==> src/rtl/heartbeat_pkg.sv <==
// Shared types and helpers for the heartbeat watchdog: channel state encoding,
// fault-count width and the saturating counter increment.
package heartbeat_pkg;

    typedef enum logic [1:0] {
        WAIT  = 2'd0,
        FAULT = 2'd1,
        ALIVE = 2'd2
    } ch_state_e;

    localparam int FCNT_W = 8;

    function automatic logic [FCNT_W-1:0] sat_inc(input logic [FCNT_W-1:0] v);
        return (v == {FCNT_W{1'b1}}) ? v : v + 1'b1;
    endfunction

endpackage

==> src/rtl/hb_channel.sv <==
// One heartbeat channel: 2-flop beat synchroniser, edge detect, WAIT/FAULT/ALIVE FSM,
// tick counter, sticky fault flag and saturating fault count. Edge-to-state latency 3 cycles; no backpressure.
module hb_channel
    import heartbeat_pkg::*;
#(
    parameter int TIMEOUT_TICKS = 150
) (
    input  logic              clk_i,
    input  logic              rst_ni,
    input  logic              beat_i,
    input  logic              en_i,
    input  logic              tick_i,
    input  logic              fault_clr_i,
    output logic              alive_o,
    output logic              fault_sticky_o,
    output logic [FCNT_W-1:0] fault_count_o,
    output logic              hbeat_o
);

    localparam int CNT_W = $clog2(TIMEOUT_TICKS + 1);
    localparam logic [CNT_W-1:0] CNT_MAX = CNT_W'(TIMEOUT_TICKS);

    logic              beat_meta_q, beat_sync_q, beat_last_q;
    ch_state_e         state_q, state_d;
    logic [CNT_W-1:0]  cnt_q, cnt_d, cnt_inc;
    logic              sticky_q, sticky_d;
    logic [FCNT_W-1:0] fcnt_q, fcnt_d;
    logic              hbeat_q, hbeat_d;
    logic              beat_edge, timeout;

    assign beat_edge = beat_sync_q ^ beat_last_q;
    assign cnt_inc   = cnt_q + 1'b1;

    always_comb begin
        state_d  = state_q;
        cnt_d    = cnt_q;
        hbeat_d  = hbeat_q;
        timeout  = 1'b0;
        if (!en_i) begin
            state_d = WAIT;
            cnt_d   = '0;
        end else begin
            case (state_q)
                WAIT: begin
                    if (tick_i) begin
                        if (cnt_inc == CNT_MAX) begin
                            state_d = FAULT;
                            cnt_d   = '0;
                        end else begin
                            cnt_d = cnt_inc;
                        end
                    end
                end
                FAULT: begin
                    if (beat_edge) begin
                        state_d = ALIVE;
                        cnt_d   = '0;
                        hbeat_d = ~hbeat_q;
                    end
                end
                ALIVE: begin
                    // An edge in the same cycle as the expiring tick keeps the channel alive.
                    if (beat_edge) begin
                        cnt_d   = '0;
                        hbeat_d = ~hbeat_q;
                    end else if (tick_i) begin
                        if (cnt_inc == CNT_MAX) begin
                            state_d = FAULT;
                            cnt_d   = '0;
                            timeout = 1'b1;
                        end else begin
                            cnt_d = cnt_inc;
                        end
                    end
                end
                default: begin
                    state_d = WAIT;
                    cnt_d   = '0;
                end
            endcase
        end

        sticky_d = sticky_q;
        fcnt_d   = fcnt_q;
        if (timeout) begin
            sticky_d = 1'b1;
            fcnt_d   = fault_clr_i ? FCNT_W'(1) : sat_inc(fcnt_q);
        end else if (fault_clr_i) begin
            sticky_d = 1'b0;
            fcnt_d   = '0;
        end
    end

    always_ff @(posedge clk_i or negedge rst_ni) begin
        if (!rst_ni) begin
            beat_meta_q <= 1'b0;
            beat_sync_q <= 1'b0;
            beat_last_q <= 1'b0;
            state_q     <= WAIT;
            cnt_q       <= '0;
            sticky_q    <= 1'b0;
            fcnt_q      <= '0;
            hbeat_q     <= 1'b0;
        end else begin
            beat_meta_q <= beat_i;
            beat_sync_q <= beat_meta_q;
            beat_last_q <= beat_sync_q;
            state_q     <= state_d;
            cnt_q       <= cnt_d;
            sticky_q    <= sticky_d;
            fcnt_q      <= fcnt_d;
            hbeat_q     <= hbeat_d;
        end
    end

    assign alive_o        = (state_q == ALIVE);
    assign fault_sticky_o = sticky_q;
    assign fault_count_o  = fcnt_q;
    assign hbeat_o        = hbeat_q;

endmodule

==> src/rtl/heartbeat_watchdog.sv <==
// Multi-channel heartbeat watchdog gating the motor reset tree: prescaler, e_stop sync, output_reset register.
// rst->output_reset 1 cycle, e_stop 3 cycles, beat 4 cycles; no backpressure (pure pass/force).
module heartbeat_watchdog
    import heartbeat_pkg::*;
#(
    parameter int TICK_DIV      = 5000,
    parameter int TIMEOUT_TICKS = 150,
    parameter int NUM_CH        = 4,
    parameter int RST_W         = 32
) (
    input  logic                     clk_50Mhz,
    input  logic                     reset_n,
    input  logic [NUM_CH-1:0]        beat,
    input  logic [NUM_CH-1:0]        ch_en,
    input  logic [RST_W-1:0]         rst,
    input  logic                     e_stop,
    input  logic                     fault_clr,
    output logic [RST_W-1:0]         output_reset,
    output logic [NUM_CH-1:0]        alive,
    output logic [NUM_CH-1:0]        fault_sticky,
    output logic [NUM_CH*FCNT_W-1:0] fault_count,
    output logic                     tick_out,
    output logic                     gpio_out100hz,
    output logic [NUM_CH-1:0]        hbeat_out
);

    localparam int PW = $clog2(TICK_DIV);

    logic [PW-1:0]    presc_q, presc_d;
    logic             tick;
    logic             gpio_q;
    logic             estop_meta_q, estop_sync_q;
    logic [RST_W-1:0] out_rst_q, out_rst_d;
    logic             healthy;

    assign tick = (presc_q == PW'(TICK_DIV - 1));

    for (genvar i = 0; i < NUM_CH; i++) begin : g_ch
        hb_channel #(
            .TIMEOUT_TICKS(TIMEOUT_TICKS)
        ) u_ch (
            .clk_i         (clk_50Mhz),
            .rst_ni        (reset_n),
            .beat_i        (beat[i]),
            .en_i          (ch_en[i]),
            .tick_i        (tick),
            .fault_clr_i   (fault_clr),
            .alive_o       (alive[i]),
            .fault_sticky_o(fault_sticky[i]),
            .fault_count_o (fault_count[i*FCNT_W +: FCNT_W]),
            .hbeat_o       (hbeat_out[i])
        );
    end

    // Disabled channels count as healthy, but at least one channel must be enabled.
    assign healthy = (|ch_en) && (&(alive | ~ch_en)) && !estop_sync_q;

    always_comb begin
        presc_d   = tick ? '0 : presc_q + 1'b1;
        out_rst_d = healthy ? rst : '1;
    end

    always_ff @(posedge clk_50Mhz or negedge reset_n) begin
        if (!reset_n) begin
            presc_q      <= '0;
            gpio_q       <= 1'b0;
            estop_meta_q <= 1'b0;
            estop_sync_q <= 1'b0;
            out_rst_q    <= '1;
        end else begin
            presc_q      <= presc_d;
            gpio_q       <= gpio_q ^ tick;
            estop_meta_q <= e_stop;
            estop_sync_q <= estop_meta_q;
            out_rst_q    <= out_rst_d;
        end
    end

    assign output_reset  = out_rst_q;
    assign tick_out      = tick;
    assign gpio_out100hz = gpio_q;

endmodule

==> config.mk <==
export PLATFORM = sky130hd
export DESIGN_NAME = heartbeat_watchdog
export DESIGN_NICKNAME = d
export VERILOG_FILES = /design/src/rtl/heartbeat_pkg.sv /design/src/rtl/hb_channel.sv /design/src/rtl/heartbeat_watchdog.sv
export SDC_FILE = /design/constraint.sdc
export NUM_CORES = 1
export LEC_CHECK = 0
export ABC_AREA = 1
export BUFFER_PORTS_ARGS = -buffer_cell sky130_fd_sc_hd__buf_2
export CORE_MARGIN = 2
export CORE_UTILIZATION = 40
export DETAILED_ROUTE_END_ITERATION = 8
export GPL_TIMING_DRIVEN = 0
export SLEW_MARGIN = 20
export SYNTH_ARGS = -nofsm -noshare
export SYNTH_HDL_FRONTEND = slang
export SYNTH_SLANG_ARGS = --single-unit
==> constraint.sdc <==
create_clock -name clk_50Mhz -period 4.84 [get_ports clk_50Mhz]
set_input_delay 0.484 -clock clk_50Mhz [delete_from_list [all_inputs] [get_ports clk_50Mhz]]
set_output_delay 0.484 -clock clk_50Mhz [all_outputs]
set_load 0.05 [all_outputs]
---- After elaboration in Yosys (flattened, before gate mapping) ----
Cells that the tools add are included.
storage, ports and cells
  bits in registers ....................... 140
  input bits .............................. 44
cells by class
  multiplexer cells ....................... 88
  equality and inequality tests ........... 29
  add/subtract/negate cells ............... 9
  bitwise operators ....................... 11
  reduce and logical (&&, ||, !) cells .... 29
operators with widths
  kind                     number
  $mux W8                  33
  $pmux W8 S3              4
  $add A8 B1 Y8 const B    8
  $eq A8 B8 Y1 const B     8
  $mux W2                  20
  $mux W32                 1
  $mux W1                  25
  $pmux W2 S3              4
  $reduce_and A2 Y1        8
  $add A13 B1 Y13 const B  1
  $eq A13 B13 Y1 const B   1
  $mux W13                 1
  $ne A3 B2 Y1 const B     4
  $ne A3 B3 Y1 const B     4
  $reduce_and A3 Y1        4
  $eq A2 B1 Y1 const B     4
  $eq A2 B2 Y1 const B     4
  $logic_not A2 Y1         4
  $ne A2 B2 Y1 const B     4
  $reduce_bool A2 Y1       4
  $reduce_or A2 Y1         4
  $xor A1 B1 Y1            5
  $not A1 Y1               4
  $not A4 Y4               1
  other kinds (5)          6

---- Depth between registers and ports, before layout ----
Gate-level depths: netlist of run 1.
  word-level depth ........................ 9
  depth in mapped cells ................... 13
  depth with buffers taken out ............ 13

---- By module ----
From an unflattened synthesis of run 1, not the netlist that was laid out.
second synthesis, totals
  cells, all modules ...................... 896
  area, all modules ....................... 7673.6 µm²
by module, submodules not included
  module                          area each (µm²)  times used  cells an instance
  hb_channel at g_ch[0].u_ch ...  1425.1           3           179
  heartbeat_watchdog              1951.9           1           174
  hb_channel at g_ch[1].u_ch      1446.4           1           185

---- Least setup slack after synthesis of run 1 ----
No wires, ideal clock.
  kind .................................... flip-flop to flip-flop
  start point ............................. register g_ch[1].u_ch.fcnt_q[1]
  end point ............................... register g_ch[1].u_ch.fcnt_q[0]
  arrival ................................. 1817 ps
  slack ................................... 2904 ps
  library setup time ...................... 119 ps
  clock period less this slack ............ 1936 ps
  cell stages (with the launch flop) ...... 9
  required time ........................... 4721 ps
  cell sequence ........................... dfrtp_1 -> ha_1 -> and3_1 -> nand3_1 -> nand3b_1 -> nand4_4 -> nand2_1 -> nand2_1 -> nand2_1
between the ends
  longest elaborated chain between the ends .. 3
RTL lines
  item                         line                 source
  start, declared              hb_channel.sv:27     logic [FCNT_W-1:0] fcnt_q, fcnt_d;
  start signal, assigned       hb_channel.sv:111    fcnt_q <= fcnt_d;
  $eq A8 B8 Y1                 heartbeat_pkg.sv:14  return (v == {FCNT_W{1'b1}}) ? v : v + 1'b1;
  $ne A2 B2 Y1 (no line)       n/a
  $reduce_and A2 Y1 (no line)  n/a
Every way passes these cells.
A chain may end at the register's enable or synchronous reset.

---- Worst setup path after layout of run 1 ----
  start point ............................. register presc_q[0]
  end point ............................... output tick_out
between the ends
  longest elaborated chain between the ends .. 1
RTL lines
  item                    line                      source
  start, declared         heartbeat_watchdog.sv:29  logic [PW-1:0] presc_q, presc_d;
  start signal, assigned  heartbeat_watchdog.sv:71  presc_q <= presc_d;
  $eq A13 B13 Y1          heartbeat_watchdog.sv:36  assign tick = (presc_q == PW'(TICK_DIV - 1));
  end, declared           heartbeat_watchdog.sv:22  output logic tick_out,
Every way passes these cells.

==> results of run 1 <==
## critical path: stages (launching register included)
cell	delay (ps)
dfrtp_1	370
ha_1	190
nand2_1	120
nor2_2	120
nand3_2	170
clkbuf_8	250
inv_1	80
buf_2	250
## cells in the mapped netlist
library cell | count | share of area [%]
a31o_2 | 4 | 0.47
nand4_4 | 1 | 0.29
nor2_1 | 75 | 3.8
nor4_1 | 2 | 0.17
clkbuf_8 | 1 | 0.19
o22ai_1 | 2 | 0.17
o31ai_1 | 1 | 0.10
xor2_1 | 22 | 2.6
nor2_4 | 10 | 1.5
clkinv_1 | 1 | 0.051
buf_4 | 12 | 1.2
nor2_8 | 1 | 0.27
xor2_2 | 1 | 0.22
ha_1 | 25 | 4.2
inv_1 | 140 | 7.1
o21ai_1 | 11 | 0.74
nand2_1 | 202 | 10
o21bai_1 | 1 | 0.10
nand3b_1 | 3 | 0.30
a21oi_1 | 26 | 1.8
dfrtp_1 | 108 | 36
nand2_4 | 2 | 0.30
o21ai_2 | 2 | 0.24
inv_2 | 6 | 0.30
xnor2_1 | 17 | 2.0
nand4_1 | 28 | 2.4
nand3_1 | 77 | 5.2
o21ai_0 | 43 | 2.9
nand2_2 | 4 | 0.34
dfstp_2 | 32 | 11
nor3b_1 | 2 | 0.20
nor3_1 | 4 | 0.27
nand3_2 | 5 | 0.67
a211oi_1 | 3 | 0.30
nor2_2 | 6 | 0.51
a31oi_1 | 1 | 0.084
or2_2 | 2 | 0.17
and3_1 | 3 | 0.25
nor4_2 | 1 | 0.17
clkbuf_1 | 9 | 0.46
## power by group
group          total (µW)  internal [µW]  switching [µW]
logic                 466            150             316
clock network        1250            749             506
registers            1260           1230            33.5
## through the flow
step           util, %  area, µm²  hold WS (ps)  total power [µW]  setup slack (ps)
3_3_place_gp      45.9       8300           334              1750              1220
5_1_grt           49.3       8920          37.8              3130              2240
6_report          49.3       8920          10.6              2980              2380
4_1_cts           49.3       8920          24.7              3030              2360
2_1_floorplan        -       7420           188              1620              2900
3_5_place_dp      46.1       8340           336              1750              2640
## final timing paths
kind	startpoint	endpoint	depth (start not counted)
min in group clk_50Mhz	e_stop	estop_meta_q$_DFF_PN0_	1
setup reg to reg	g_ch[3].u_ch.state_q[0]$_DFFE_PN0P_	output_reset[10]$_DFF_PN1_	6
hold reg to reg	g_ch[3].u_ch.beat_meta_q$_DFF_PN0_	g_ch[3].u_ch.beat_sync_q$_DFF_PN0_	0
max in group asynchronous	reset_n	g_ch[3].u_ch.fault_sticky_o$_DFFE_PN0P_	2
setup / recovery	presc_q[0]$_DFF_PN0_	tick_out	7
hold / removal	reset_n	g_ch[2].u_ch.cnt_q[1]$_DFFE_PN0N_	1
## state kept, by name (all words and copies together), names as in the netlist, 4 cells and up
name,cells
g_ch.u_ch.fault_count_o,32
g_ch.u_ch.beat_meta_q,4
output_reset,32
g_ch.u_ch.fault_sticky_o,4
g_ch.u_ch.cnt_q,32
g_ch.u_ch.hbeat_o,4
g_ch.u_ch.beat_last_q,4
g_ch.u_ch.beat_sync_q,4
presc_q,13
g_ch.u_ch.state_q,8
## area by class of cell
cell class                 count  area (µm²)
clock inverter                10        77.6
buffer                        22         138
multi-input combinational    587        3180
clock buffer                  22         507
timing repair buffer         121         638
fill                        1709        9160
sequential                   140        3540
tap                          229         287
inverter                     147         552
## metal layers
| layer | track usage [%] | wire (µm) | vias to the layer above |
|---|---|---|---|
| met5 | 0 | 0 | - |
| met4 | 4.47 | 159 | 0 |
| met3 | 5.54 | 906 | 12 |
| met2 | 26.6 | 7220 | 124 |
| met1 | 22.2 | 7390 | 2724 |
| li1 | - | - | 3124 |
## logic make-up (layout without fill, tap and decap cells)
family	Yosys count	in the layout	share of synthesized area (%)
AO/OA/AOI/OAI	94	94	6.87
XOR/XNOR	40	40	4.83
adder cells (fa/ha/maj)	25	25	4.22
buffers and inverters	169	322	9.30
flip-flops	140	140	47.8
AND/OR/NAND/NOR	428	428	27.0
==> out/qor.csv, run 1 <==
stage;metric;value;unit
run_status;outcome;finished, violations left;
run_status;violations;design-rule violations;
clock_network;cts_buffers;17;
route;vias_per_cell;4.68;
cells_and_area;drive_gt1_share;23.1;%
yosys;synth_area;7420;µm²
timing;worst_pin_slew;618;ps
yosys;synth_cell_types;40;
clock_network;htree_levels;4;
yosys;syn_inst;896;
clock_network;clk_latency;410;ps
floorplan;core-area;18100;µm²
yosys;synth_seq_cells;140;
power;irDropWorstVdd;0.212;mV
yosys;yosysWarnings;0;
clock_network;post_cts_resized;0;
floorplan;core.rowCount;49;
yosys;synth_area_per_cell;8.28;µm²
clock_network;cts_hold_buf;0;
route;dr.pass1.iters;9;
route;wl_per_cell;12.3;µm
place;dp_cells;1246;
cells_and_area;area_delta_synth_final;20.3;%
cells_and_area;final_cell_mix;nand2_1, inv_1, buf_2;
grt;track_usage;16.8;%
route;drtIter0Drc;306;
setup_path;critical_path_class;reg -> out;
timing;rsz0062_at_grt;false;
grt;grt_pass1_wl;26900;µm
place;dpl.hpwl;11500;µm
cells_and_area;antennaDiodeCount;0;
timing;tns;0;ps
hold_path;hold_class;in -> async;
clock_network;cts_root_buf;clkbuf_16;
timing;hold_viol;0;
cells_and_area;layout_commonest_cell;nand2_1;
power;p_leak;0.00452;µW
grt;grt_pass1_vias;5701;
grt;grt_max_degree;77;
clock_network;cts_tree;built;
setup_path;worstPathRequired;4360;ps
yosys;synth_fp_nets;965;
power;power_density;334;nW/µm²
clock_network;cts_post_setup_buffers_inserted;0;
setup_path;cp-start-kind;flip-flop;
setup_path;crit_path_max_fanout;10;
setup_path;cp.arrival;1970;ps
grt;grt_overflow;0;
route;vias;5984;
floorplan;die_w;140;µm
cells_and_area;final_cells;1278;
job;maxCapViolations;0;
timing;post-route-min-period;2460;ps
place;place_congestion;0.836;
floorplan;start_util;41.0;%
clock_network;cts_buffer_depth;2;
timing;fin_skew;9.60;ps
floorplan;die_y;140;µm
timing;final_max_slew_viol_count;0;
setup_path;cp-end-kind;output port;
timing;setup_viol;0;
clock_network;cts_sinks;140;
timing;relSlewSlack;58.5;%
floorplan;io_pins;122;
route;route.detailed.drc;4;
timing;timing.fmax;407;MHz
setup_path;reg2reg_slack;2690;ps
route;wirelength;15700;µm
floorplan;fp.dieArea;19600;µm²
grt;antenna_found_initial;0;
yosys;seq_area_frac_synth;47.8;%
clock_network;clk_pin_slew_worst_paths;60;ps
place;port_buffers;120;
route;ant_nets;0;
cells_and_area;nets;1105;
timing;finalCritPeriodShare;50.8;%
Note: power is estimated with default switching activity, not from simulation.
==> inputs of run 2 (changes only) <==
clock period = 2.15 ns   (was 4.84 ns; I/O delays follow)
==> run 2 against run 1 <==
The flow still finishes with violations (design-rule violations); cell area increased by 6.7%; via count increased by 3.6%; die area unchanged; non-clock buffer count increased by 52; highest routed layer unchanged; final cell count increased by 4.1%.
==> out/qor.csv, run 2 (synthesis results as in run 1) <==
stage;metric;value;unit;change
run_status;outcome;finished, violations left;;
run_status;violations;design-rule violations;;
clock_network;cts_root_buf;clkbuf_16;;
timing;post-route-min-period;2030;ps;
grt;grt_max_degree;77;;unchanged
floorplan;die_y;140;µm;unchanged
cells_and_area;design_area;9520;µm²;+6.7%
route;route.detailed.drc;4;;unchanged
clock_network;cts_sinks;140;;unchanged
setup_path;max_stage_delay;370;ps;about the same
place;port_buffers;120;;unchanged
clock_network;cts_tree;built;;
floorplan;start_util;41.0;%;unchanged
setup_path;worstPathRequired;1930;ps;-2430 ps
setup_path;crit_path_max_fanout;7;;-3
grt;track_usage;17.6;%;+0.85 points
timing;timing.fmax;493;MHz;
place;dpl.hpwl;11500;µm;unchanged
cells_and_area;area_delta_synth_final;28.4;%;
route;drtIter0Drc;341;;+11%
route;dr_wl_met2;7880;µm;+9.1%
setup_path;crit_family;buffers and inverters;;
cells_and_area;drive_gt1_share;24.7;%;+1.6 points
timing;worst_pin_slew;528;ps;-89.9 ps
cells_and_area;final_cells;1330;;+4.1%
floorplan;io_pins;122;;unchanged
cells_and_area;fin_util;52.6;%;+3.3 points
cells_and_area;num-fill-cells;1644;;-3.8%
route;wl_per_cell;12.5;µm;+2.1%
place;postPlaceCellArea;8340;µm²;unchanged
clock_network;clk_latency;420;ps;about the same
cells_and_area;final_cell_mix;nand2_1, inv_1, buf_2;;
timing;fin_skew;10.7;ps;+1.07 ps
clock_network;clk_pin_slew_worst_paths;60;ps;about the same
cells_and_area;nets;1157;;+4.7%
route;top_layer;met4;;
grt;grt_overflow;0;;unchanged
timing;final_max_slew_viol_count;0;;unchanged
cells_and_area;antennaDiodeCount;0;;unchanged
timing;finalCritPeriodShare;94.3;%;
grt;grt_pass1_wl;28200;µm;+5.1%
hold_path;hold_class;in -> reg;;
power;irDropWorstVdd;0.481;mV;+130%
setup_path;slowest_stage;dfrtp_1;;
setup_path;crit_buf_inv;3;;unchanged
clock_network;cts_buffer_depth;2;;unchanged
route;wirelength;16700;µm;+6.3%
place;place_congestion;0.836;;unchanged
floorplan;fp.dieArea;19600;µm²;unchanged
cells_and_area;multi_input_area;3250;µm²;+2.0%
grt;antenna_found_initial;0;;unchanged
route;ant_nets;0;;unchanged
setup_path;critical_path_class;reg -> out;;
route;vias_per_cell;4.66;;-0.43%
timing;relSlewSlack;64.7;%;+6.2 points
clock_network;htree_levels;4;;unchanged
floorplan;core.rowCount;49;;unchanged
power;finalPower;6790;µW;+130%
power;p_leak;0.00477;µW;+5.7%
setup_path;cp-start-kind;flip-flop;;
route;met1Wirelength;7720;µm;+4.4%
setup_path;cp.arrival;1810;ps;-160 ps
cells_and_area;seqCellArea;3540;µm²;about the same
cells_and_area;layout_commonest_cell;nand2_1;;
route;dr.pass1.iters;9;;unchanged
clock_network;cts_buffers;17;;unchanged
route;dr_wl_met3;918;µm;+1.3%
floorplan;core-area;18100;µm²;unchanged
grt;grt_pass1_vias;5918;;+3.8%
route;vias;6201;;+3.6%
floorplan;die_w;140;µm;unchanged
job;maxCapViolations;0;;unchanged
power;power_density;713;nW/µm²;+110%
timing;hold_viol;0;;unchanged
setup_path;cp-end-kind;output port;;
timing;worst_hold_slack;149;ps;+139 ps
setup_path;cp_cell_sequence;ha_2 > nand2_2 > nor2_4 > nand3_4 > clkbuf_16 > inv_1 > buf_6;;
timing;setup_viol;0;;unchanged
place;dp_cells;1246;;unchanged
setup_path;reg2reg_slack;140;ps;-2550 ps
run 2: metrics by stage:
stage / setup TNS (ps) / setup WS (ps)
final: 0 / 123
after floorplan: 0 / 214
after global routing: -28.5 / -11.0
after global placement: -140660 / -1200
after detailed placement: -444 / -47.6
after CTS: 0 / 2.91
run 2: power breakdown:
group	leakage [µW]	internal [µW]	switching [µW]
sequential	0.00178	2760	76.4
clock	0.000272	1680	1150
combinational	0.00272	385	730
run 2: layer usage:
| metal | vias to the layer above | track usage [%] |
|---|---|---|
| li1 | 3228 | - |
| met1 | 2837 | 23.0 |
| met2 | 123 | 28.6 |
| met3 | 13 | 5.61 |
| met4 | 0 | 4.47 |
| met5 | - | 0 |
run 2: timing repair:
item                                   CTS  global route
pin swaps                                0             6
buffers inserted                         0            14
endpoints found under the hold margin   71             0
gates resized for setup                  3            24
hold buffers                            38             0
cloned                                   0             0
setup endpoints to repair               30            59
run 2: layout make-up:
class | instances | share of cell area (%)
well taps | 229 | 3.01
multi-input cells | 587 | 34.1
flip-flops and latches | 140 | 37.2
repair buffers | 173 | 12.1
plain buffers | 22 | 1.60
clock inverters | 10 | 0.815
inverters | 147 | 5.80
clock buffers | 22 | 5.32
run 2: path summary, 6_finish.rpt:
| check | to | startpoint | depth (start not counted) |
|---|---|---|---|
| setup / recovery | tick_out | presc_q[0]$_DFF_PN0_ | 7 |
| min in group asynchronous | g_ch[2].u_ch.cnt_q[1]$_DFFE_PN0N_ | reset_n | 2 |
| setup reg to reg | g_ch[1].u_ch.state_q[1]$_DFFE_PN0P_ | presc_q[0]$_DFF_PN0_ | 10 |
| hold reg to reg | g_ch[3].u_ch.beat_sync_q$_DFF_PN0_ | g_ch[3].u_ch.beat_meta_q$_DFF_PN0_ | 0 |
| hold / removal | g_ch[0].u_ch.state_q[1]$_DFFE_PN0P_ | ch_en[0] | 3 |
| max in group asynchronous | g_ch[3].u_ch.cnt_q[0]$_DFFE_PN0N_ | reset_n | 3 |
run 2: worst min-delay path, stage by stage:
cell     delay, ps
buf_2          140
nand2_1         80
o21ai_0         80
